[src/rtl/snake_event_gen.sv]
// Snake game core: advances the body one cell per step and emits apple_eaten/collision one cycle after the step.
// No backpressure: a step arriving during apple placement is held (one deep) and replayed on the first RUN cycle.
module snake_event_gen #(
  parameter  int GRID_W  = 16,
  parameter  int GRID_H  = 12,
  parameter  int MAX_LEN = 32,
  localparam int X_W     = $clog2(GRID_W),
  localparam int Y_W     = $clog2(GRID_H),
  localparam int L_W     = $clog2(MAX_LEN + 1)
) (
  input  logic           clk,
  input  logic           rst,
  input  logic           start,
  input  logic           step,
  input  logic [1:0]     dir_in,
  output logic           apple_eaten,
  output logic           collision,
  output logic [X_W-1:0] head_x,
  output logic [Y_W-1:0] head_y,
  output logic [X_W-1:0] apple_x,
  output logic [Y_W-1:0] apple_y,
  output logic [L_W-1:0] length,
  output logic           alive
);
  localparam int I_W = $clog2(MAX_LEN);

  typedef enum logic [1:0] {S_IDLE, S_RUN, S_PLACE, S_DEAD} state_t;

  state_t         r_state, w_state_nxt;
  logic [X_W-1:0] r_seg_x [MAX_LEN];
  logic [Y_W-1:0] r_seg_y [MAX_LEN];
  logic [L_W-1:0] r_len, r_idx, w_lim;
  logic [1:0]     r_dir, w_dir;
  logic [X_W-1:0] r_apple_x, r_cand_x, w_nx;
  logic [Y_W-1:0] r_apple_y, r_cand_y, w_ny;
  logic [7:0]     r_lfsr;
  logic           r_pend, r_eaten, r_coll;
  logic           w_fb, w_do_step, w_wall, w_self, w_eat, w_coll;
  logic           w_cand_bad, w_scan_done, w_scan_hit;

  assign w_fb      = r_lfsr[7] ^ r_lfsr[5] ^ r_lfsr[4] ^ r_lfsr[3];
  assign w_do_step = (r_state == S_RUN) && (step || r_pend);
  assign w_dir     = (dir_in == (r_dir ^ 2'd2)) ? r_dir : dir_in;

  always_comb begin
    w_nx   = r_seg_x[0];
    w_ny   = r_seg_y[0];
    w_wall = 1'b0;
    case (w_dir)
      2'd0: begin w_wall = (r_seg_x[0] == X_W'(GRID_W - 1)); w_nx = r_seg_x[0] + X_W'(1); end
      2'd1: begin w_wall = (r_seg_y[0] == Y_W'(GRID_H - 1)); w_ny = r_seg_y[0] + Y_W'(1); end
      2'd2: begin w_wall = (r_seg_x[0] == '0);               w_nx = r_seg_x[0] - X_W'(1); end
      default: begin w_wall = (r_seg_y[0] == '0);            w_ny = r_seg_y[0] - Y_W'(1); end
    endcase
  end

  // The tail vacates on a plain move, so it only counts as an obstacle when the snake grows.
  assign w_eat = (w_nx == r_apple_x) && (w_ny == r_apple_y);
  assign w_lim = w_eat ? r_len : r_len - L_W'(1);

  always_comb begin
    w_self = 1'b0;
    for (int i = 0; i < MAX_LEN; i++) begin
      if ((L_W'(i) < w_lim) && (r_seg_x[i] == w_nx) && (r_seg_y[i] == w_ny)) w_self = 1'b1;
    end
  end

  assign w_coll      = w_wall || w_self;
  assign w_cand_bad  = ({1'b0, r_cand_x} >= (X_W + 1)'(GRID_W)) || ({1'b0, r_cand_y} >= (Y_W + 1)'(GRID_H));
  assign w_scan_done = (r_idx == r_len);
  assign w_scan_hit  = (r_seg_x[r_idx[I_W-1:0]] == r_cand_x) && (r_seg_y[r_idx[I_W-1:0]] == r_cand_y);

  always_ff @(posedge clk or negedge rst) begin
    if (!rst) r_state <= S_IDLE;
    else      r_state <= w_state_nxt;
  end

  always_comb begin
    w_state_nxt = r_state;
    case (r_state)
      S_IDLE, S_DEAD: if (start) w_state_nxt = S_RUN;
      S_RUN: begin
        if (w_do_step && w_coll)     w_state_nxt = S_DEAD;
        else if (w_do_step && w_eat) w_state_nxt = S_PLACE;
      end
      S_PLACE: if (!w_cand_bad && w_scan_done) w_state_nxt = S_RUN;
      default: w_state_nxt = S_IDLE;
    endcase
  end

  always_ff @(posedge clk or negedge rst) begin
    if (!rst) begin
      for (int i = 0; i < MAX_LEN; i++) begin
        r_seg_x[i] <= (i < 3) ? X_W'(GRID_W / 2 - i) : '0;
        r_seg_y[i] <= Y_W'(GRID_H / 2);
      end
      r_len     <= L_W'(3);
      r_dir     <= 2'd0;
      r_apple_x <= X_W'(GRID_W - 2);
      r_apple_y <= Y_W'(GRID_H / 2);
      r_cand_x  <= '0;
      r_cand_y  <= '0;
      r_idx     <= '0;
      r_lfsr    <= 8'hA5;
      r_pend    <= 1'b0;
      r_eaten   <= 1'b0;
      r_coll    <= 1'b0;
    end else begin
      r_lfsr  <= {r_lfsr[6:0], w_fb};
      r_eaten <= 1'b0;
      r_coll  <= 1'b0;
      case (r_state)
        S_IDLE, S_DEAD: begin
          if (start) begin
            for (int i = 0; i < MAX_LEN; i++) begin
              r_seg_x[i] <= (i < 3) ? X_W'(GRID_W / 2 - i) : '0;
              r_seg_y[i] <= Y_W'(GRID_H / 2);
            end
            r_len  <= L_W'(3);
            r_dir  <= 2'd0;
            r_pend <= 1'b0;
          end
        end
        S_RUN: begin
          if (w_do_step) begin
            r_pend <= 1'b0;
            r_dir  <= w_dir;
            if (w_coll) begin
              r_coll <= 1'b1;
            end else begin
              for (int i = 1; i < MAX_LEN; i++) begin
                r_seg_x[i] <= r_seg_x[i-1];
                r_seg_y[i] <= r_seg_y[i-1];
              end
              r_seg_x[0] <= w_nx;
              r_seg_y[0] <= w_ny;
              if (w_eat) begin
                r_eaten  <= 1'b1;
                if (r_len != L_W'(MAX_LEN)) r_len <= r_len + L_W'(1);
                r_cand_x <= r_lfsr[X_W-1:0];
                r_cand_y <= r_lfsr[4 +: Y_W];
                r_idx    <= '0;
              end
            end
          end
        end
        S_PLACE: begin
          if (step) r_pend <= 1'b1;
          if (w_cand_bad || (!w_scan_done && w_scan_hit)) begin
            r_cand_x <= r_lfsr[X_W-1:0];
            r_cand_y <= r_lfsr[4 +: Y_W];
            r_idx    <= '0;
          end else if (w_scan_done) begin
            r_apple_x <= r_cand_x;
            r_apple_y <= r_cand_y;
          end else begin
            r_idx <= r_idx + L_W'(1);
          end
        end
        default: ;
      endcase
    end
  end

  assign apple_eaten = r_eaten;
  assign collision   = r_coll;
  assign head_x      = r_seg_x[0];
  assign head_y      = r_seg_y[0];
  assign apple_x     = r_apple_x;
  assign apple_y     = r_apple_y;
  assign length      = r_len;
  assign alive       = (r_state == S_RUN) || (r_state == S_PLACE);
endmodule
[config.mk]
export PLATFORM = sky130hd
export DESIGN_NAME = snake_event_gen
export DESIGN_NICKNAME = d
export VERILOG_FILES = /design/src/rtl/snake_event_gen.sv
export SDC_FILE = /design/constraint.sdc
export NUM_CORES = 1
export LEC_CHECK = 0
export ABC_AREA = 1
export CAP_MARGIN = 20
export CORE_MARGIN = 4
export CORE_UTILIZATION = 30
export CTS_BUF_LIST = sky130_fd_sc_hd__clkbuf_4
export DETAILED_ROUTE_END_ITERATION = 7
export GPL_TIMING_DRIVEN = 0
export HOLD_SLACK_MARGIN = 0.08
export PLACE_DENSITY = 0.44
export SKIP_CTS_REPAIR_TIMING = 1
export SYNTH_ARGS = -nofsm -noshare
export SYNTH_HDL_FRONTEND = slang
export SYNTH_SLANG_ARGS = --single-unit
[constraint.sdc]
create_clock -name clk -period 4.2 [get_ports clk]
set_clock_uncertainty 0.05 [all_clocks]
set_input_delay 0.84 -clock clk [delete_from_list [all_inputs] [get_ports clk]]
set_output_delay 0.84 -clock clk [all_outputs]
set_load 0.1 [all_outputs]
# Yosys cells after proc, flatten, opt, wreduce, memory -nomap -nowiden
# Cells that the tools add are included.
totals:
  reg_bits: 299
  inputBits: 6
  word_cells: 396
op_classes:
  n_addsub: 7
  order_cmp: 34
  n_eq_ne: 88
  muxes: 92
  n_bitwise: 6
  n_reduce_logical: 93
op_table:
  columns: ["operator", "n"]
  rows:
  - ["128-bit two-way mux", 6]
  - ["128-bit one-hot mux with 2 select lines", 2]
  - ["4-bit == test", 68]
  - ["5-bit by 6-bit less-than comparator with 1-bit output, first input constant", 16]
  - ["1-bit logical AND", 71]
  - ["6-bit two-way mux", 11]
  - ["4-bit by 6-bit less-than comparator with 1-bit output, first input constant", 8]
  - ["4-bit two-way mux", 12]
  - ["1-bit two-way mux", 42]
  - ["4-bit binary-select mux with 5-bit select", 2]
  - ["4-bit one-hot mux with 2 select lines", 4]
  - ["3-bit by 6-bit less-than comparator with 1-bit output, first input constant", 4]
  - ["6-bit one-hot mux with 2 select lines", 2]
  - ["2-bit inequality test, second input constant", 8]
  - ["2-bit two-way mux", 7]
  - ["6-bit by 1-bit adder with 6-bit output, second input constant", 2]
  - ["1-bit by 6-bit less-than comparator with 1-bit output, first input constant", 2]
  - ["2-bit by 6-bit less-than comparator with 1-bit output, first input constant", 2]
  - ["3-bit AND reduction", 4]
  - ["5-bit AND reduction", 2]
  - ["4-bit by 1-bit adder with 4-bit output, second input constant", 2]
  - ["4-bit == test, second input constant", 2]
  - ["4-bit zero test", 2]
  - ["4-bit by 1-bit subtractor with 4-bit output, second input constant", 2]
  - ["other kinds (22)", 37]

# Logic depth before layout (Yosys ltp)
# Gate-level depths: netlist of run 1.
depth:
  ltp_word: 48
  mapped_depth: 38

# Worst setup path after synthesis of run 1
# No wires, ideal clock.
synth_timing:
  kind: "input port to flip-flop"
  start: "input dir_in[0]"
  end: "register r_seg_y[80] (netlist name)"
  setup_time_ns: 0.130
  arrival_ns: 4.281
  t_required_ns: 4.020
  setup_slack_ns: -0.262
  path_stages: 34
  n_path_buf: 3
  path_cell_list: "buf_4 > nand2_1 > nand2_2 > nand2_1 > nand3_1 > inv_1 > fa_1 > nand2_1 > o21ai_2 > xor2_1 > nor2_1 > nand3_1 > nor2_1 > nand2_1 > nor2_2 > nand2_4 > nand2_1 > nand2_1 > nand2_2 > nand2_1 > nor2_1 > nand2_1 > nand2_1 > nand2_1 > nor2_1 > nand2_1 > nor2_2 > nand2_1 > nand2_2 > nand2_4 > buf_6 > buf_6 > nand2_1 > o21ai_1"
synth_via:
  elab_chain_cells: 46
  elab_cells_between_ends: 208
  classes_between: "order compare: 32; eq/ne: 70; mux: 37; reduce/logical: 69"
synth_lines:
  columns: ["element", "line", "text"]
  rows:
  - ["start, declared", "15", "input logic [1:0] dir_in,"]
  - ["2-bit == test", "43", "assign w_dir = (dir_in == (r_dir ^ 2'd2)) ? r_dir : dir_in;"]
  - ["2-bit two-way mux (*)", "43", null]
  - ["2-bit == test or 2-bit zero test (tied branches)", "49", "case (w_dir)"]
  - ["2-bit OR reduction (no source line)", null, null]
  - ["4-bit one-hot mux with 2 select lines", "49", null]
  - ["4-bit == test", "58", "assign w_eat = (w_nx == r_apple_x) && (w_ny == r_apple_y);"]
  - ["1-bit logical AND", "58", null]
  - ["6-bit two-way mux", "59", "assign w_lim = w_eat ? r_len : r_len - L_W'(1);"]
  - ["1-bit by 6-bit less-than comparator with 1-bit output", "64", "if ((L_W'(i) < w_lim) && (r_seg_x[i] == w_nx) && (r_seg_y[i] == w_ny)) w_self = 1'b1;"]
  - ["1-bit logical AND (2 in series)", "64", null]
  - ["1-bit two-way mux (32 in series)", "64", null]
  - ["1-bit logical OR (*)", "68", "assign w_coll = w_wall || w_self;"]
  - ["2-bit inequality test (no source line) (*)", null, null]
  - ["4-bit AND reduction (no source line) (*)", null, null]
  - ["end signal, assigned by index", "95", "r_seg_y[i] <= Y_W'(GRID_H / 2);"]
  - ["end signal, assigned by index", "117", "r_seg_y[i] <= Y_W'(GRID_H / 2);"]
  - ["end signal, assigned by index", "133", "r_seg_y[i] <= r_seg_y[i-1];"]
  - ["end, declared", "31", "logic [Y_W-1:0] r_seg_y [MAX_LEN];"]
# Mark *: on every way between the ends. The rest lies on a longest branch, timed or not.
# A chain may end at the register's enable or synchronous reset.

# Worst setup path after layout of run 1
layout_timing:
  start: "register r_dir[0]"
  end: "register r_seg_y[56] (netlist name)"
layout_via:
  elab_chain_cells: 46
  elab_cells_between_ends: 208
  classes_between: "order compare: 32; eq/ne: 70; mux: 37; reduce/logical: 69"
layout_lines:
  columns: ["element", "line", "text"]
  rows:
  - ["start, declared", "33", "logic [1:0] r_dir, w_dir;"]
  - ["start signal, assigned", "127", "r_dir <= w_dir;"]
  - ["2-bit == test", "43", null]
  - ["2-bit two-way mux (*)", "43", null]
  - ["2-bit == test or 2-bit zero test (tied branches)", "49", null]
  - ["2-bit OR reduction (no source line)", null, null]
  - ["4-bit one-hot mux with 2 select lines", "49", null]
  - ["4-bit == test", "58", null]
  - ["1-bit logical AND", "58", null]
  - ["6-bit two-way mux", "59", null]
  - ["1-bit by 6-bit less-than comparator with 1-bit output", "64", null]
  - ["1-bit logical AND (2 in series)", "64", null]
  - ["1-bit two-way mux (32 in series)", "64", null]
  - ["1-bit logical OR (*)", "68", null]
  - ["2-bit inequality test (no source line) (*)", null, null]
  - ["4-bit AND reduction (no source line) (*)", null, null]
# Marked as above.

==> results of run 1 <==
## cell usage after synthesis (all sizes together)
cell | instances | share of area [%]
dfstp | 81 | 11
nor3b | 1 | 0.037
dfrtp | 218 | 27
nor2 | 277 | 5.3
fa | 1 | 0.10
buf | 95 | 4.1
o21a | 2 | 0.075
nand3b | 1 | 0.037
clkinv | 4 | 0.075
nor3 | 18 | 0.45
nor4 | 33 | 1.0
xor2 | 119 | 5.2
inv | 91 | 1.7
a21oi | 58 | 1.4
o2111ai | 4 | 0.17
xnor2 | 73 | 3.2
o22ai | 66 | 2.1
mux2 | 1 | 0.056
nand3 | 82 | 2.1
or2 | 26 | 0.81
nand4 | 41 | 1.3
ha | 9 | 0.56
a211oi | 7 | 0.26
o31ai | 1 | 0.037
o21ai | 424 | 15
o211ai | 12 | 0.45
nand2 | 752 | 14
o221ai | 4 | 0.17
a2111oi | 4 | 0.17
a2111o | 1 | 0.056
and3 | 3 | 0.093
mux2i | 2 | 0.10
o21bai | 2 | 0.075
or4 | 1 | 0.037
clkbuf | 95 | 1.8
## power by group through the flow
stage / Combinational (W) / Clock (W) / Sequential (W)
6_report: 0.0150 / 0.00313 / 0.00465
3_3_place_gp: 0.0132 / 0 / 0.00466
3_5_place_dp: 0.0133 / 0 / 0.00467
5_1_grt: 0.0158 / 0.00338 / 0.00471
2_1_floorplan: 0.00881 / 0 / 0.00458
4_1_cts: 0.0133 / 0.00323 / 0.00462
## per-layer routing
metal	up-vias	routed length [um]	GRT usage [%]	share of wire, %
li1	8976	-	-	-
met2	955	40200	37.5	43
met5	-	134	1.22	0.14
met1	9740	41200	35.6	44
met4	4	4360	10.9	4.6
met3	240	8200	6.18	8.7
## worst max-delay path, cell delays in order, from the launching register on
cell and delay, ps:
dfrtp_1 410, inv_2 100, nand2_4 70, nand2_4 90
nand2_4 60, nand3_4 90, inv_2 50, fa_1 520
nand2_2 70, o21ai_4 170, buf_4 300, clkbuf_4 280
xor2_1 320, nand4_1 370, o21bai_1 280, a2111oi_1 340
nand4_1 150, nand2_1 140, nor2_4 70, nand2_2 90
nand2_4 120, nand2_8 220, clkbuf_16 260, buf_8 180
o21ai_2 60
## kinds of logic after synthesis
| family | Yosys count |
|---|---|
| xor gates and xnor gates | 192 |
| AOI/OAI and AO/OA | 585 |
| muxes | 3 |
| DFF | 299 |
| adders and majority gates | 10 |
| and+or+nand+nor | 1235 |
| buffers and inverters | 285 |
## how the worst min path moves through the flow
stage	startpoint	cells after the start	end
floorplan	r_lfsr[1]	0	r_lfsr[2]
global placement	r_lfsr[6]	0	r_lfsr[7]
detailed placement	r_lfsr[1]	0	r_lfsr[2]
CTS	rst	1	r_pend
global route	dir_in[0]	4	head_x[0]
finish	r_lfsr[1]	0	r_lfsr[2]
## layout make-up
class,count,share of cell area (%)
Antenna cell,5,0.0522
Buffer,190,5.52
Clock buffer,138,4.32
Clock inverter,29,0.835
Inverter,95,1.53
Multi-Input combinational cell,2027,48.7
Sequential cell,299,31.6
Tap cell,864,4.51
Timing Repair Buffer,55,2.86
## sequential cells by signal (all words and copies together) (netlist names)
register and count:
head_y 4, head_x 4, r_lfsr 8, apple_eaten 1, r_idx 6, r_cand_y 4, r_dir 2, collision 1
r_seg_y 124, apple_y 4, r_pend 1, apple_x 4, r_state 2, length 6, r_seg_x 124, r_cand_x 4
## per-stage QoR
| stage | utilization, % | worst slack, ps | std cells | hold slack, ps | TNS [ps] |
|---|---|---|---|---|---|
| final | 36.3 | -814 | 3702 | 335 | -205150 |
| after global routing | 36.2 | -982 | 3700 | 328 | -255970 |
| after CTS | 34.8 | -1260 | 3674 | -243 | -314940 |
| after detailed placement | 32.9 | -1910 | 3507 | 320 | -502230 |
| after global placement | 32.8 | -11760 | 3502 | 314 | -3660360 |
| after floorplan | - | -136 | 2609 | 305 | -31430 |
==> flow_metrics.tcl, run 1 <==
set metrics [dict create \
    synth_area_sq_um 20100 \
    final.fill_count 7050 \
    yosys.area_share.xor_xnor_pct 8.40 \
    initial_core_util_pct 30.4 \
    fp.dieH_um 267 \
    ys_seq_area_share_pct 37.7 \
    p_seq_share_pct 20.4 \
    clock-sinks 299 \
    synth.mux.area_fraction_pct 0.156 \
    crit_type "reg2reg" \
    max_freq_ghz 0.199 \
    p_int_w 0.0102 \
    violations "negative setup slack" \
    die_area_sq_um 71200 \
    r2r-start "r_dir[0]" \
    swShare_pct 55.2 \
    critPathLaunch "r_dir[0]" \
    cp.required_ps 4890 \
    fin_crit_sh_pct 119 \
    antenna_found_initial 7 \
    yosys.area_share.adder_pct 0.660 \
    p_total_w 0.0228 \
    maxSlewHeadroom_pct 11.9 \
    drive_above_1_share_pct 26.6 \
    setup_ws_ps -814 \
    post-route-cell-area_sq_um 24000 \
    port_buffers 29 \
    num_vias 19900 \
    r2r_end "r_seg_y[56]" \
    power.leakage_nw 10.2 \
    area_delta_synth_final_pct 19.2 \
    powerDensity_nw_per_um2 951 \
    die_w_um 267 \
    power.share.clock_pct 13.7 \
    peakVddDrop_uv 669 \
    overflow 0 \
    multiInputGateArea_sq_um 11700 \
    synth_warnings 0 \
    numCtsBuffers 91 \
    clock-root-buffer "clkbuf_4" \
    ant_nets 0 \
    synth_nets 2625 \
    final_common_cell "nand2_1" \
    grtUsageTotal_pct 25.5 \
    combinationalPowerShare_pct 65.9 \
    first_global_vias 19000 \
    ys_seq_elements 299 \
    clkLatencyLatePin_ps 910 \
    drv_slew 0 \
    grt_pass1_wl_mm 133 \
    finalSetupViolCount 280 \
    synth_compound_area_share_pct 19.8 \
    clk_path_buf_depth 3 \
    r2r_setup_slack_ps -810 \
    synthSimpleGateAreaFrac_pct 25.6 \
    status "finished, violations left" \
    drv_cap 0 \
    ios 31 \
    h-tree-depth 3 \
    min_period_ps 5010 \
    hold_class "reg2reg" \
    regArea_sq_um 7580 \
    gp_congestion 0.994 \
    coreArea_sq_um 66100 \
    rows 94 \
    mostFrequentLayoutCells "nand2_1, nor2_1, o21ai_2, dfrtp_1, o21ai_0" \
    drt_iter0_markers 2080 \
    worstMarginPinSlew_ps 1320 \
    cts_tree "built" \
    post_drt_via_cell_ratio 5.38 \
    crit_path_start_kind "flop" \
    hold_violations 0 \
    rsz0062_at_grt "true" \
    clk_pin_slew_worst_paths_ps 70 \
    crit_path_end_kind "flop" \
    drc 0 \
    dr.pass1.iters 7 \
    wire_per_inst_um 25.4 \
    setup.worst_path.end "r_seg_y[56]" \
    grt_max_degree 110 \
    p_sw_w 0.0126 \
    synthDistinctLibCells 49 \
    synth_top_family_by_area "simple AND/OR/NAND/NOR gates" \
    num-nets-final 2775 \
    placed_area_sq_um 21800 \
    reg2reg_depth 24 \
    postSynthCellCount 2609 \
    critPathArrivalTime_ps 5710 \
    syn_area_per_cell_sq_um 7.70 \
    hpwl_mm 68.8 \
    wirelength_mm 94.1 \
    crit_path_max_fanout 10 \
]
(Power assumes the default switching activity.)
==> run 2, diff against run 1 <==
- CORE_MARGIN: 4 -> 2
- clock period: 4.2 -> 4.9 ns (I/O delays scaled with it)
==> flow_metrics.tcl, run 2 (synthesis gave the netlist of run 1 again) <==
set metrics [dict create \
    crit_path_frequent_cell "nand2_2" \
    powerDensity_nw_per_um2 811 \
    maxSlewHeadroom_pct 16.6 \
    grt_pass1_wl_mm 138 \
    drv_slew 0 \
    drv_cap 0 \
    area_delta_synth_final_pct 19.1 \
    rows 94 \
    stdcell_count 3711 \
    power.leakage_nw 10.2 \
    cts_tree "built" \
    setup_ws_ps 39.4 \
    clk_path_buf_depth 3 \
    finalSetupViolCount 0 \
    drc 0 \
    rsz0062_at_grt "true" \
    use_met2_pct 42.0 \
    port_buffers 29 \
    wirelength_mm 97.9 \
    drt_iter0_markers 2157 \
    clkLatencyLatePin_ps 910 \
    numCtsBuffers 93 \
    crit_type "reg2reg" \
    ios 31 \
    crit_path_max_fanout 7 \
    reg_top3 "r_seg_x: 124 flops, r_seg_y: 124 flops, r_lfsr: 8 flops" \
    r2r_setup_slack_ps 40 \
    hpwl_mm 72.3 \
    mostFrequentLayoutCells "nand2_1, nor2_1, o21ai_2, dfrtp_1, o21ai_0" \
    ant_nets 0 \
    die_w_um 263 \
    pre_cts_ws_ps -1820 \
    reg2reg_depth 33 \
    cp.required_ps 5580 \
    first_global_vias 19000 \
    crit_path_end_kind "flop" \
    clock-sinks 299 \
    coreArea_sq_um 66100 \
    wire_per_inst_um 26.4 \
    critPathSlowestCell "fa_1" \
    hold_path_depth 0 \
    num_vias 20200 \
    min_period_ps 4860 \
    num-nets-final 2789 \
    met1_usage_pct 36.8 \
    finalCoreUtilization_pct 36.2 \
    final_common_cell "nand2_1" \
    r2r_end "r_seg_y[35]" \
    gp_congestion 1.01 \
    die_area_sq_um 69100 \
    drive_above_1_share_pct 26.3 \
    fin_crit_sh_pct 99.2 \
    worstMarginPinSlew_ps 1250 \
    antenna_found_initial 7 \
    grtUsageTotal_pct 27.5 \
    h-tree-depth 3 \
    fp.dieH_um 263 \
    overflow 0 \
    clock-root-buffer "clkbuf_4" \
    grtUsageMet3_pct 7.24 \
    critPathArrivalTime_ps 5540 \
    max_stage_delay_ps 460 \
    dr.pass1.iters 6 \
    busiest_layer "met2" \
    status "finished clean" \
    r2r-start "r_dir[0]" \
    initial_core_util_pct 30.4 \
    critPathLaunch "r_dir[0]" \
    max_freq_ghz 0.206 \
    post_drt_via_cell_ratio 5.43 \
    hold_class "reg2reg" \
    hold_violations 0 \
    clk_pin_slew_worst_paths_ps 70 \
    finalHoldWorstSlack_ps 311 \
    crit_path_start_kind "flop" \
    dp_cells 3506 \
    peakVddDrop_uv 469 \
    grt_max_degree 106 \
    setup.worst_path.end "r_seg_y[35]" \
]
-- run 2: layer usage --
layer  wire length (um)  vias up
met5                 23        -
met4               4510        4
met3               8570      261
met2              43100      943
met1              41700     9929
li1                   -     9013
-- run 2: layout make-up --
cell class              count  area [sq um]
fillers                  6973         42200
multi-input cells        2027         11600
flip-flops and latches    299          7580
plain buffers             190          1320
clock buffers             144          1080
well taps                 864          1080
repair buffers             67           762
inverters                  95           362
clock inverters            18           116
diodes                      7          17.5
-- run 2: worst min-delay path by stage --
stage	start	end	slack [ps]
2_1_floorplan	r_lfsr[1]	r_lfsr[2]	310
3_3_place_gp	r_lfsr[6]	r_lfsr[7]	320
3_5_place_dp	r_lfsr[6]	r_lfsr[7]	320
4_1_cts	rst	r_seg_x[110]	-100
5_1_grt	r_lfsr[6]	r_lfsr[7]	330
6_report	r_lfsr[6]	r_lfsr[7]	310
-- run 2: through the flow --
| step | cell area (sq um) | TNS [ps] | total power, W |
|---|---|---|---|
| floorplan | 20100 | 0 | 0.0113 |
| global placement | 21500 | -3480900 | 0.0152 |
| detailed placement | 21600 | -480600 | 0.0153 |
| CTS | 22800 | -264720 | 0.0180 |
| global route | 23900 | -15840 | 0.0204 |
| finish | 23900 | 0 | 0.0194 |
-- run 2: worst max-delay path: cells and delay by family (launching register included) --
kind                       cells  cell delay [ps]
AOI/OAI and AO/OA              2              170
DFF                            1              400
adders and majority gates      1              460
xor gates and xnor gates       1              200
buffers and inverters          4              660
and+or+nand+nor               25             2730
-- run 2: report_power, final --
group / internal [W] / leakage, nW / switching [W] / total (W)
combinational: 0.00408 / 5.62 / 0.00869 / 0.0128
sequential: 0.00323 / 3.88 / 0.000808 / 0.00404
clock: 0.00138 / 0.707 / 0.00122 / 0.00260
